## src/rtl/tag_ram_ctrl_if.sv

```systemverilog
// rtl/tag_ram_ctrl_if.sv - request, response and RAM-side bundle for tag_ram_ctrl
//
// Purpose: groups every tag_ram_ctrl signal except clk/rst.
//   slave  : the controller side (tag_ram_ctrl).
//   master : the requester and RAM-model side.
// Signals:
//   init_req / init_busy               : init sweep request and busy flag
//   a_req/a_addr/a_gnt                 : reader A
//   b_req/b_addr/b_gnt                 : reader B
//   w_req/w_addr/w_data/w_gnt          : writer
//   rsp_valid/rsp_id/rsp_data          : read response (id 0=A, 1=B)
//   ram_re/ram_raddr/ram_rd            : RAM read port (1-cycle registered read)
//   ram_we/ram_waddr/ram_wr            : RAM write port
interface tag_ram_ctrl_if;
  logic        init_req;
  logic        init_busy;
  logic        a_req;
  logic [6:0]  a_addr;
  logic        a_gnt;
  logic        b_req;
  logic [6:0]  b_addr;
  logic        b_gnt;
  logic        w_req;
  logic [6:0]  w_addr;
  logic [23:0] w_data;
  logic        w_gnt;
  logic        rsp_valid;
  logic        rsp_id;
  logic [23:0] rsp_data;
  logic        ram_re;
  logic [6:0]  ram_raddr;
  logic [23:0] ram_rd;
  logic        ram_we;
  logic [6:0]  ram_waddr;
  logic [23:0] ram_wr;

  modport slave (
    input  init_req, a_req, a_addr, b_req, b_addr, w_req, w_addr, w_data, ram_rd,
    output init_busy, a_gnt, b_gnt, w_gnt, rsp_valid, rsp_id, rsp_data,
    output ram_re, ram_raddr, ram_we, ram_waddr, ram_wr
  );

  modport master (
    output init_req, a_req, a_addr, b_req, b_addr, w_req, w_addr, w_data, ram_rd,
    input  init_busy, a_gnt, b_gnt, w_gnt, rsp_valid, rsp_id, rsp_data,
    input  ram_re, ram_raddr, ram_we, ram_waddr, ram_wr
  );
endinterface

```

## src/rtl/tag_ram_ctrl.sv

```systemverilog
// rtl/tag_ram_ctrl.sv - 128x24 tag RAM controller: init sweep, two-reader arbitration, one writer
//
// Purpose: fronts a 128x24 1R1W RAM with a 1-cycle registered read.
//   INIT : writes INIT_VALUE to addresses 0..127, one per cycle, all requests ignored.
//   IDLE : writer always granted; at most one reader per cycle, round-robin on contention.
//          Read response appears one cycle after the grant.
// Ports:
//   clk  : clock, rising edge
//   rst  : synchronous, active-low reset
//   bus  : tag_ram_ctrl_if.slave (requesters, response, RAM ports)
module tag_ram_ctrl #(
  parameter logic [23:0] INIT_VALUE = 24'h000000
) (
  input  logic           clk,
  input  logic           rst,
  tag_ram_ctrl_if.slave  bus
);

  typedef enum logic {
    ST_INIT = 1'b0,
    ST_IDLE = 1'b1
  } state_t;

  state_t      r_state;
  state_t      w_state_nxt;
  logic [6:0]  r_cnt;
  logic [6:0]  w_cnt_nxt;
  logic        r_rr_b;        // 1: B wins the next contended cycle
  logic        w_rr_nxt;
  logic        r_rsp_valid;
  logic        r_rsp_id;
  logic        r_fwd;
  logic [23:0] r_fwd_data;

  logic        w_gnt_a;
  logic        w_gnt_b;
  logic        w_gnt_w;
  logic        w_rd_gnt;
  logic [6:0]  w_raddr;
  logic        w_fwd;

  assign w_rd_gnt = w_gnt_a | w_gnt_b;
  assign w_raddr  = w_gnt_b ? bus.b_addr : bus.a_addr;
  // The RAM returns old data on a same-address read/write, so the write data is captured instead.
  assign w_fwd    = w_rd_gnt & w_gnt_w & (bus.w_addr == w_raddr);

  always_comb begin
    w_state_nxt   = r_state;
    w_cnt_nxt     = r_cnt;
    w_rr_nxt      = r_rr_b;
    w_gnt_a       = 1'b0;
    w_gnt_b       = 1'b0;
    w_gnt_w       = 1'b0;
    bus.ram_re    = 1'b0;
    bus.ram_raddr = 7'd0;
    bus.ram_we    = 1'b0;
    bus.ram_waddr = 7'd0;
    bus.ram_wr    = 24'd0;
    // Reset keeps every strobe low combinationally, not just from the next edge.
    if (rst) begin
      case (r_state)
        ST_INIT: begin
          bus.ram_we    = 1'b1;
          bus.ram_waddr = r_cnt;
          bus.ram_wr    = INIT_VALUE;
          w_cnt_nxt     = r_cnt + 7'd1;   // wraps back to 0 after 127
          if (r_cnt == 7'd127) begin
            w_state_nxt = ST_IDLE;
          end
        end
        ST_IDLE: begin
          w_gnt_w = bus.w_req;
          if (bus.a_req && (!bus.b_req || !r_rr_b)) begin
            w_gnt_a = 1'b1;
          end else if (bus.b_req) begin
            w_gnt_b = 1'b1;
          end
          if (w_gnt_a) begin
            w_rr_nxt = 1'b1;
          end else if (w_gnt_b) begin
            w_rr_nxt = 1'b0;
          end
          bus.ram_re    = w_rd_gnt;
          bus.ram_raddr = w_rd_gnt ? w_raddr : 7'd0;
          if (w_gnt_w) begin
            bus.ram_we    = 1'b1;
            bus.ram_waddr = bus.w_addr;
            bus.ram_wr    = bus.w_data;
          end
          if (bus.init_req) begin
            w_state_nxt = ST_INIT;
          end
        end
        default: begin
          w_state_nxt = ST_INIT;
        end
      endcase
    end
  end

  always_ff @(posedge clk) begin
    if (!rst) begin
      r_state     <= ST_INIT;
      r_cnt       <= 7'd0;
      r_rr_b      <= 1'b0;
      r_rsp_valid <= 1'b0;
      r_rsp_id    <= 1'b0;
      r_fwd       <= 1'b0;
      r_fwd_data  <= 24'd0;
    end else begin
      r_state     <= w_state_nxt;
      r_cnt       <= w_cnt_nxt;
      r_rr_b      <= w_rr_nxt;
      r_rsp_valid <= w_rd_gnt;
      r_rsp_id    <= w_gnt_b;
      r_fwd       <= w_fwd;
      r_fwd_data  <= bus.w_data;
    end
  end

  assign bus.init_busy = !rst || (r_state == ST_INIT);
  assign bus.a_gnt     = w_gnt_a;
  assign bus.b_gnt     = w_gnt_b;
  assign bus.w_gnt     = w_gnt_w;
  assign bus.rsp_valid = r_rsp_valid & rst;
  assign bus.rsp_id    = r_rsp_id;
  assign bus.rsp_data  = r_fwd ? r_fwd_data : bus.ram_rd;

endmodule

```

## src/flat_wrapper.sv

```systemverilog
// flat-port wrapper written by rule: the top's interface ports become plain ports
module tag_ram_ctrl_flat 
#(
  parameter logic [23:0] INIT_VALUE = 24'h000000
)
  (clk, rst, bus_init_req, bus_a_req, bus_a_addr, bus_b_req, bus_b_addr, bus_w_req, bus_w_addr, bus_w_data, bus_ram_rd, bus_init_busy, bus_a_gnt, bus_b_gnt, bus_w_gnt, bus_rsp_valid, bus_rsp_id, bus_rsp_data, bus_ram_re, bus_ram_raddr, bus_ram_we, bus_ram_waddr, bus_ram_wr);
  tag_ram_ctrl_if bus_i ();
  input  logic clk;
  input  logic rst;
  input wire logic [$bits(bus_i.init_req)-1:0] bus_init_req;
  input wire logic [$bits(bus_i.a_req)-1:0] bus_a_req;
  input wire logic [$bits(bus_i.a_addr)-1:0] bus_a_addr;
  input wire logic [$bits(bus_i.b_req)-1:0] bus_b_req;
  input wire logic [$bits(bus_i.b_addr)-1:0] bus_b_addr;
  input wire logic [$bits(bus_i.w_req)-1:0] bus_w_req;
  input wire logic [$bits(bus_i.w_addr)-1:0] bus_w_addr;
  input wire logic [$bits(bus_i.w_data)-1:0] bus_w_data;
  input wire logic [$bits(bus_i.ram_rd)-1:0] bus_ram_rd;
  output wire logic [$bits(bus_i.init_busy)-1:0] bus_init_busy;
  output wire logic [$bits(bus_i.a_gnt)-1:0] bus_a_gnt;
  output wire logic [$bits(bus_i.b_gnt)-1:0] bus_b_gnt;
  output wire logic [$bits(bus_i.w_gnt)-1:0] bus_w_gnt;
  output wire logic [$bits(bus_i.rsp_valid)-1:0] bus_rsp_valid;
  output wire logic [$bits(bus_i.rsp_id)-1:0] bus_rsp_id;
  output wire logic [$bits(bus_i.rsp_data)-1:0] bus_rsp_data;
  output wire logic [$bits(bus_i.ram_re)-1:0] bus_ram_re;
  output wire logic [$bits(bus_i.ram_raddr)-1:0] bus_ram_raddr;
  output wire logic [$bits(bus_i.ram_we)-1:0] bus_ram_we;
  output wire logic [$bits(bus_i.ram_waddr)-1:0] bus_ram_waddr;
  output wire logic [$bits(bus_i.ram_wr)-1:0] bus_ram_wr;
  assign bus_i.init_req = bus_init_req;
  assign bus_i.a_req = bus_a_req;
  assign bus_i.a_addr = bus_a_addr;
  assign bus_i.b_req = bus_b_req;
  assign bus_i.b_addr = bus_b_addr;
  assign bus_i.w_req = bus_w_req;
  assign bus_i.w_addr = bus_w_addr;
  assign bus_i.w_data = bus_w_data;
  assign bus_i.ram_rd = bus_ram_rd;
  assign bus_init_busy = bus_i.init_busy;
  assign bus_a_gnt = bus_i.a_gnt;
  assign bus_b_gnt = bus_i.b_gnt;
  assign bus_w_gnt = bus_i.w_gnt;
  assign bus_rsp_valid = bus_i.rsp_valid;
  assign bus_rsp_id = bus_i.rsp_id;
  assign bus_rsp_data = bus_i.rsp_data;
  assign bus_ram_re = bus_i.ram_re;
  assign bus_ram_raddr = bus_i.ram_raddr;
  assign bus_ram_we = bus_i.ram_we;
  assign bus_ram_waddr = bus_i.ram_waddr;
  assign bus_ram_wr = bus_i.ram_wr;
  tag_ram_ctrl #(.INIT_VALUE(INIT_VALUE)) u_core (.clk(clk), .rst(rst), .bus(bus_i));
endmodule
```

## config.mk

```make
export PLATFORM = sky130hd
export DESIGN_NAME = tag_ram_ctrl_flat
export DESIGN_NICKNAME = d
export VERILOG_FILES = /design/src/rtl/tag_ram_ctrl_if.sv /design/src/rtl/tag_ram_ctrl.sv /design/src/flat_wrapper.sv
export SDC_FILE = /design/constraint.sdc
export NUM_CORES = 1
export LEC_CHECK = 0
export BUFFER_PORTS_ARGS = -buffer_cell sky130_fd_sc_hd__buf_2
export CAP_MARGIN = 20
export CORE_MARGIN = 3
export CORE_UTILIZATION = 40
export DETAILED_ROUTE_END_ITERATION = 6
export PLACE_DENSITY = 0.75
export SYNTH_ARGS = -nofsm -noshare
export SYNTH_HDL_FRONTEND = slang
export SYNTH_SLANG_ARGS = --single-unit
export TNS_END_PERCENT = 1
```

## constraint.sdc

```tcl
create_clock -name clk -period 2.12 [get_ports clk]
set_input_delay 0.106 -clock clk [delete_from_list [all_inputs] [get_ports clk]]
set_output_delay 0.106 -clock clk [all_outputs]
set_load 0.005 [all_outputs]
```

==> Word-level counts from Yosys, hierarchy flattened <==
Cells that the tools add are included.
{ "totals": {"input_bits": 75, "latchBits": 0, "mem_bits_ro": 0, "reg_bits": 36, "wordCells": 57, "n_memories": 0, "ram_bits": 0} }
{ "op_classes": {"n_reduce_logical": 8, "magnitude_cmp": 0, "n_mux": 34, "mul": 0, "add_sub_neg": 1, "n_eq_ne": 2, "div_mod_pow": 0, "n_shift": 0, "n_bitwise": 5} }
{ "op_table": {"columns": ["operator", "n"], "rows": [
  ["two-way mux 24 bit", 3],
  ["one-hot mux 24 bit (2 select lines)", 1],
  ["two-way mux 7 bit", 6],
  ["two-way mux 1 bit", 21],
  ["one-hot mux 7 bit (2 select lines)", 1],
  ["adder 7 x 1 -> 7 bit, second input constant", 1],
  ["equality test 7 bit", 1],
  ["equality test 7 bit, second input constant", 1],
  ["one-hot mux 1 bit (2 select lines)", 2],
  ["bitwise AND 1 bit", 3],
  ["zero test 1 bit", 3],
  ["logical OR 1 bit", 2],
  ["AND reduction 2 bit", 1],
  ["nonzero test 2 bit", 1],
  ["logical AND 1 bit", 1],
  ["NOT 1 bit", 1],
  ["bitwise OR 1 bit", 1]
]} }

==> Depth between registers and ports, before layout <==
{ "depth": {"ltp_word": 12, "depth_mapped": 7, "depth_no_buf": 5} }

==> Least setup slack after synthesis <==
No wires, ideal clock.
{ "synth_timing": {"path_type": "reg2reg", "start": "register u_core.r_state", "end": "register u_core.r_fwd", "setup_time_ns": 0.073, "n_path_buf": 1, "required_ns": 2.047, "path_stages_with_launch": 7, "setup_slack_ns": 0.711, "arrival_ns": 1.336, "synth_period_minus_slack_ns": 1.409, "cell_sequence": "dfxtp_1 > buf_6 > and3_4 > nand3_1 > and3_1 > a221o_1 > nor3_2"} }
{ "synth_between": {"elab_chain_len": 5, "elab_cells_between_ends": 11, "classes_between": "1 x eq/ne; 7 x mux; 3 x bitwise"} }
{ "synth_lines": {"columns": ["element", "line_no", "source"], "rows": [
  ["start: declaration", "tag_ram_ctrl.sv:24", "state_t r_state;"],
  ["start signal: assignment", "tag_ram_ctrl.sv:111", "r_state <= w_state_nxt;"],
  ["two-way mux 1 bit", "tag_ram_ctrl.sv:61", "case (r_state)"],
  ["two-way mux 1 bit", "tag_ram_ctrl.sv:60", "if (rst) begin"],
  ["two-way mux 7 bit or bitwise OR 1 bit (tied branches)", "tag_ram_ctrl.sv:43, tag_ram_ctrl.sv:42", null],
  ["equality test 7 bit or bitwise AND 1 bit (tied branches)", "tag_ram_ctrl.sv:45", "assign w_fwd = w_rd_gnt & w_gnt_w & (bus.w_addr == w_raddr);"],
  ["bitwise AND 1 bit *", "tag_ram_ctrl.sv:45", null],
  ["end signal: assignment", "tag_ram_ctrl.sv:116", "r_fwd <= w_fwd;"],
  ["end: declaration", "tag_ram_ctrl.sv:32", "logic r_fwd;"]
]} }
Mark *: on every way between the ends. The rest lies on a longest branch, timed or not.
A chain may end at the register's enable or synchronous reset.

==> Worst setup path in the final report <==
{ "layout_timing": {"start": "register u_core.r_state", "end": "output port bus_ram_raddr[3]"} }
{ "layout_between": {"elab_chain_len": 6, "elab_cells_between_ends": 9, "classes_between": "8 x mux; 1 x bitwise"} }
{ "layout_lines": {"columns": ["element", "line_no", "source"], "rows": [
  ["two-way mux 1 bit", "tag_ram_ctrl.sv:61", null],
  ["two-way mux 1 bit", "tag_ram_ctrl.sv:60", null],
  ["two-way mux 7 bit or bitwise OR 1 bit (tied branches)", "tag_ram_ctrl.sv:43, tag_ram_ctrl.sv:42", null],
  ["two-way mux 7 bit", "tag_ram_ctrl.sv:84", "bus.ram_raddr = w_rd_gnt ? w_raddr : 7'd0;"],
  ["two-way mux 7 bit *", "tag_ram_ctrl.sv:61", null],
  ["two-way mux 7 bit *", "tag_ram_ctrl.sv:60", null],
  ["end: declaration", "flat_wrapper.sv:27", "output wire logic [$bits(bus_i.ram_raddr)-1:0] bus_ram_raddr;"]
]} }
Marked as above.

==> metrics.txt <==
postcts setup bufs=0; cells along the critical path=nand3_2, o21ai_0, a21oi_1, buf_2; fraction of layout cells with a size suffix above 1=49.9%; mux cell area share after synthesis=14.5%; internal cell power=1.09 mW; Synth Register Bits=36; status=finished, final reports clean; largest net degree at the start of global routing=42; routed len/inst=13.0 um; Area Overhead vs Synth=41.3%; Post-Layout Cell Count=446; period utilization=88.1%; Worst-path clk slew=70 ps; Die ar.=6090 um2; GRT Residual Overflow=0; Clock Tree Buf Depth=2; sequential share of the synthesized area=34.7%; initial antenna violation count=0; Leakage=1.49 nW; Max Freq=535 MHz; Mapped Nets=314; Slowest cell on crit path=dfxtp_1; most common cell after layout, fill and taps aside=buf_2; logic gate share of total power=15.8%; Synth top area share=34.7%; Psw=0.337 mW; min-delay worst type=in -> reg; Slew HR=72.0%; FF-to-FF setup slack=320 ps; commonest non-fill, non-tap cells in the layout=buf_2 (144), and2_1 (54), dfxtp_1 (36); Synth Warn #=0; Filler Cell Count=464; CP required=2010 ps; port bufs=144; Iter 0 DRT Violations=94; H-tree level count=2; Synth cell types=40; total clock buffers created by CTS=5; hold buffer count at cts=0; Routability Congestion=0.867; final setup skew=4.74 ps; Synth Area in Compound Gates=11.2%; crit path launch type=flop; clk_lat worst skew=280 ps; Vias per Instance=4.75; post-synthesis adder-cell area fraction=0.603%; Root Driver=clkbuf_8; FF/Latch Area=721 um2; RSZ-0062 raised after global routing=no; clk sinks=36; XOR/XNOR Fraction of Synth Area=2.96%; Worst IR Drop VDD=0.489 mV; Initial Util=42.5%; Post-Route WL=5.78 mm; Post-route DRC=0; core area=4880 um2; CP arrival=1760 ps; CTS tree=built; main combinational cell family by area after synthesis=simple AND/OR/NAND/NOR gates; Final Max Tran Viols=0; Switching Share=23.6%; die height=78.0 um; Mapped Area=2070 um2; kind of critical path=reg -> out; critical path fanouts, max=12; max incr delay on CP=580 ps; number of global-route vias before repair=1,987; Yosys top cell by area=dfxtp_1; Placed Cells incl. Taps=438; Multi-input gate area=1240 um2; FP Rows=25; first-pass GRT wire length=9.23 mm; Cells after Synth=238; Clk network pwr share=34.1%; crit path capture type=output port; Reg power frac=50.1%; Tightest Pin Transition=420 ps; final worst path period need=1870 ps; Top Ports=145; chip width=78.0 um; Final nets=454; Syn Area/Cell=8.72 um2; Finish-stage setup viols=0; post-cts sizing count=0; P per Cell Area=488 nW/um2; final hold violation count=0; GR Util All Layers=18.6%; Final ANT Viol Nets=0; Antenna Cells=0; TritonRoute pass-1 iters=4; Vias=2,117; Max-cap violations=0; Area contributors post-synth=dfxtp_1 (35%), and2_1 (16%), mux2_2 (13%); DP HPWL=4.64 mm; Setup TNS=0 ps; post-synthesis simple-gate area fraction=30.8%
-- logic make-up (layout without fill, tap and decap cells) --
family	Yosys count	in the layout
and+or+nand+nor	106	106
DFF	36	36
buffers and inverters	25	166
muxes	27	27
adders and majority gates	1	1
AOI/OAI and AO/OA	36	36
xor gates and xnor gates	7	7
-- final cells by class --
cell class,instances,share of cell area (%)
multi-input cells,177,42.5
repair buffers,148,25.6
flip-flops and latches,36,24.6
well taps,67,2.86
clock buffers,6,2.82
inverters,10,1.28
clock inverters,2,0.342
-- power groups by stage --
| stage | logic [mW] | registers (mW) | clock network (mW) |
|---|---|---|---|
| floorplan | 0.104 | 0.728 | 0 |
| global placement | 0.224 | 0.731 | 0 |
| detailed placement | 0.226 | 0.732 | 0 |
| CTS | 0.227 | 0.716 | 0.508 |
| global route | 0.252 | 0.719 | 0.546 |
| finish | 0.225 | 0.716 | 0.488 |
-- synth_stat cells --
cell type,n
a21oi_2,1
nor2_1,7
a21oi_1,10
o22ai_1,2
and2_1,54
buf_4,2
o21a_1,1
or2b_1,1
o221ai_1,1
buf_6,1
and2_0,1
a21o_1,1
clkbuf_1,12
nand4_1,1
xor2_1,1
a311oi_1,1
a221o_1,1
ha_1,1
and3_4,1
a2bb2oi_1,1
nand2_1,12
nor2b_1,12
or2_2,3
nor2b_2,1
and3_1,2
mux2_2,24
mux2i_1,3
a21boi_0,1
nand3_1,6
or3_1,1
nor3_2,1
nand3_2,1
inv_1,10
nor2_8,1
o21ai_0,8
a2111oi_0,2
dfxtp_1,36
nand2b_1,1
xnor2_1,6
a22oi_1,6
-- registers in the layout (all words and copies together), names as in the netlist --
register            flops
u_core.r_rr_b           1
u_core.r_rsp_valid      1
u_core.r_fwd_data      24
u_core.r_state          1
u_core.bus.rsp_id       1
u_core.r_fwd            1
u_core.r_cnt            7
-- per-stage QoR --
| step | power, mW | setup slack [ps] | cell area (um2) | hold slack, ps | util (%) |
|---|---|---|---|---|---|
| floorplan | 0.831 | 711 | 2070 | 233 | - |
| global placement | 0.955 | 387 | 2840 | 323 | 58.2 |
| detailed placement | 0.957 | 336 | 2840 | 326 | 58.2 |
| CTS | 1.45 | 247 | 2930 | 29.4 | 60.1 |
| global route | 1.52 | 106 | 2930 | 27.8 | 60.1 |
| finish | 1.43 | 251 | 2930 | 38.6 | 60.1 |
-- path summary, 6_finish.rpt --
| kind | start | depth (start not counted) | end |
|---|---|---|---|
| worst max-delay path | u_core.r_state | 4 | bus_ram_raddr[3] |
| worst min-delay path | bus_w_data[12] | 2 | u_core.r_fwd_data[12] |
| worst max register to register | u_core.r_state | 5 | u_core.r_fwd |
| worst min register to register | u_core.r_cnt[5] | 2 | u_core.r_cnt[5] |
-- metal layers --
layer | part of all wire (%) | vias up | global-route usage (%)
met4 | 0.47 | 0 | 3.15
met1 | 40 | 952 | 22.3
li1 | - | 1074 | -
met5 | 0 | - | 0
met3 | 8.2 | 6 | 5.05
met2 | 51 | 85 | 33.6
-- worst max-delay path, delay by kind of cell, from the launching register on --
family / cells / cell delay [ps]
AOI/OAI and AO/OA: 2 / 460
DFF: 1 / 580
and+or+nand+nor: 1 / 300
buffers and inverters: 1 / 140
Note: power is estimated with default switching activity, not from simulation.
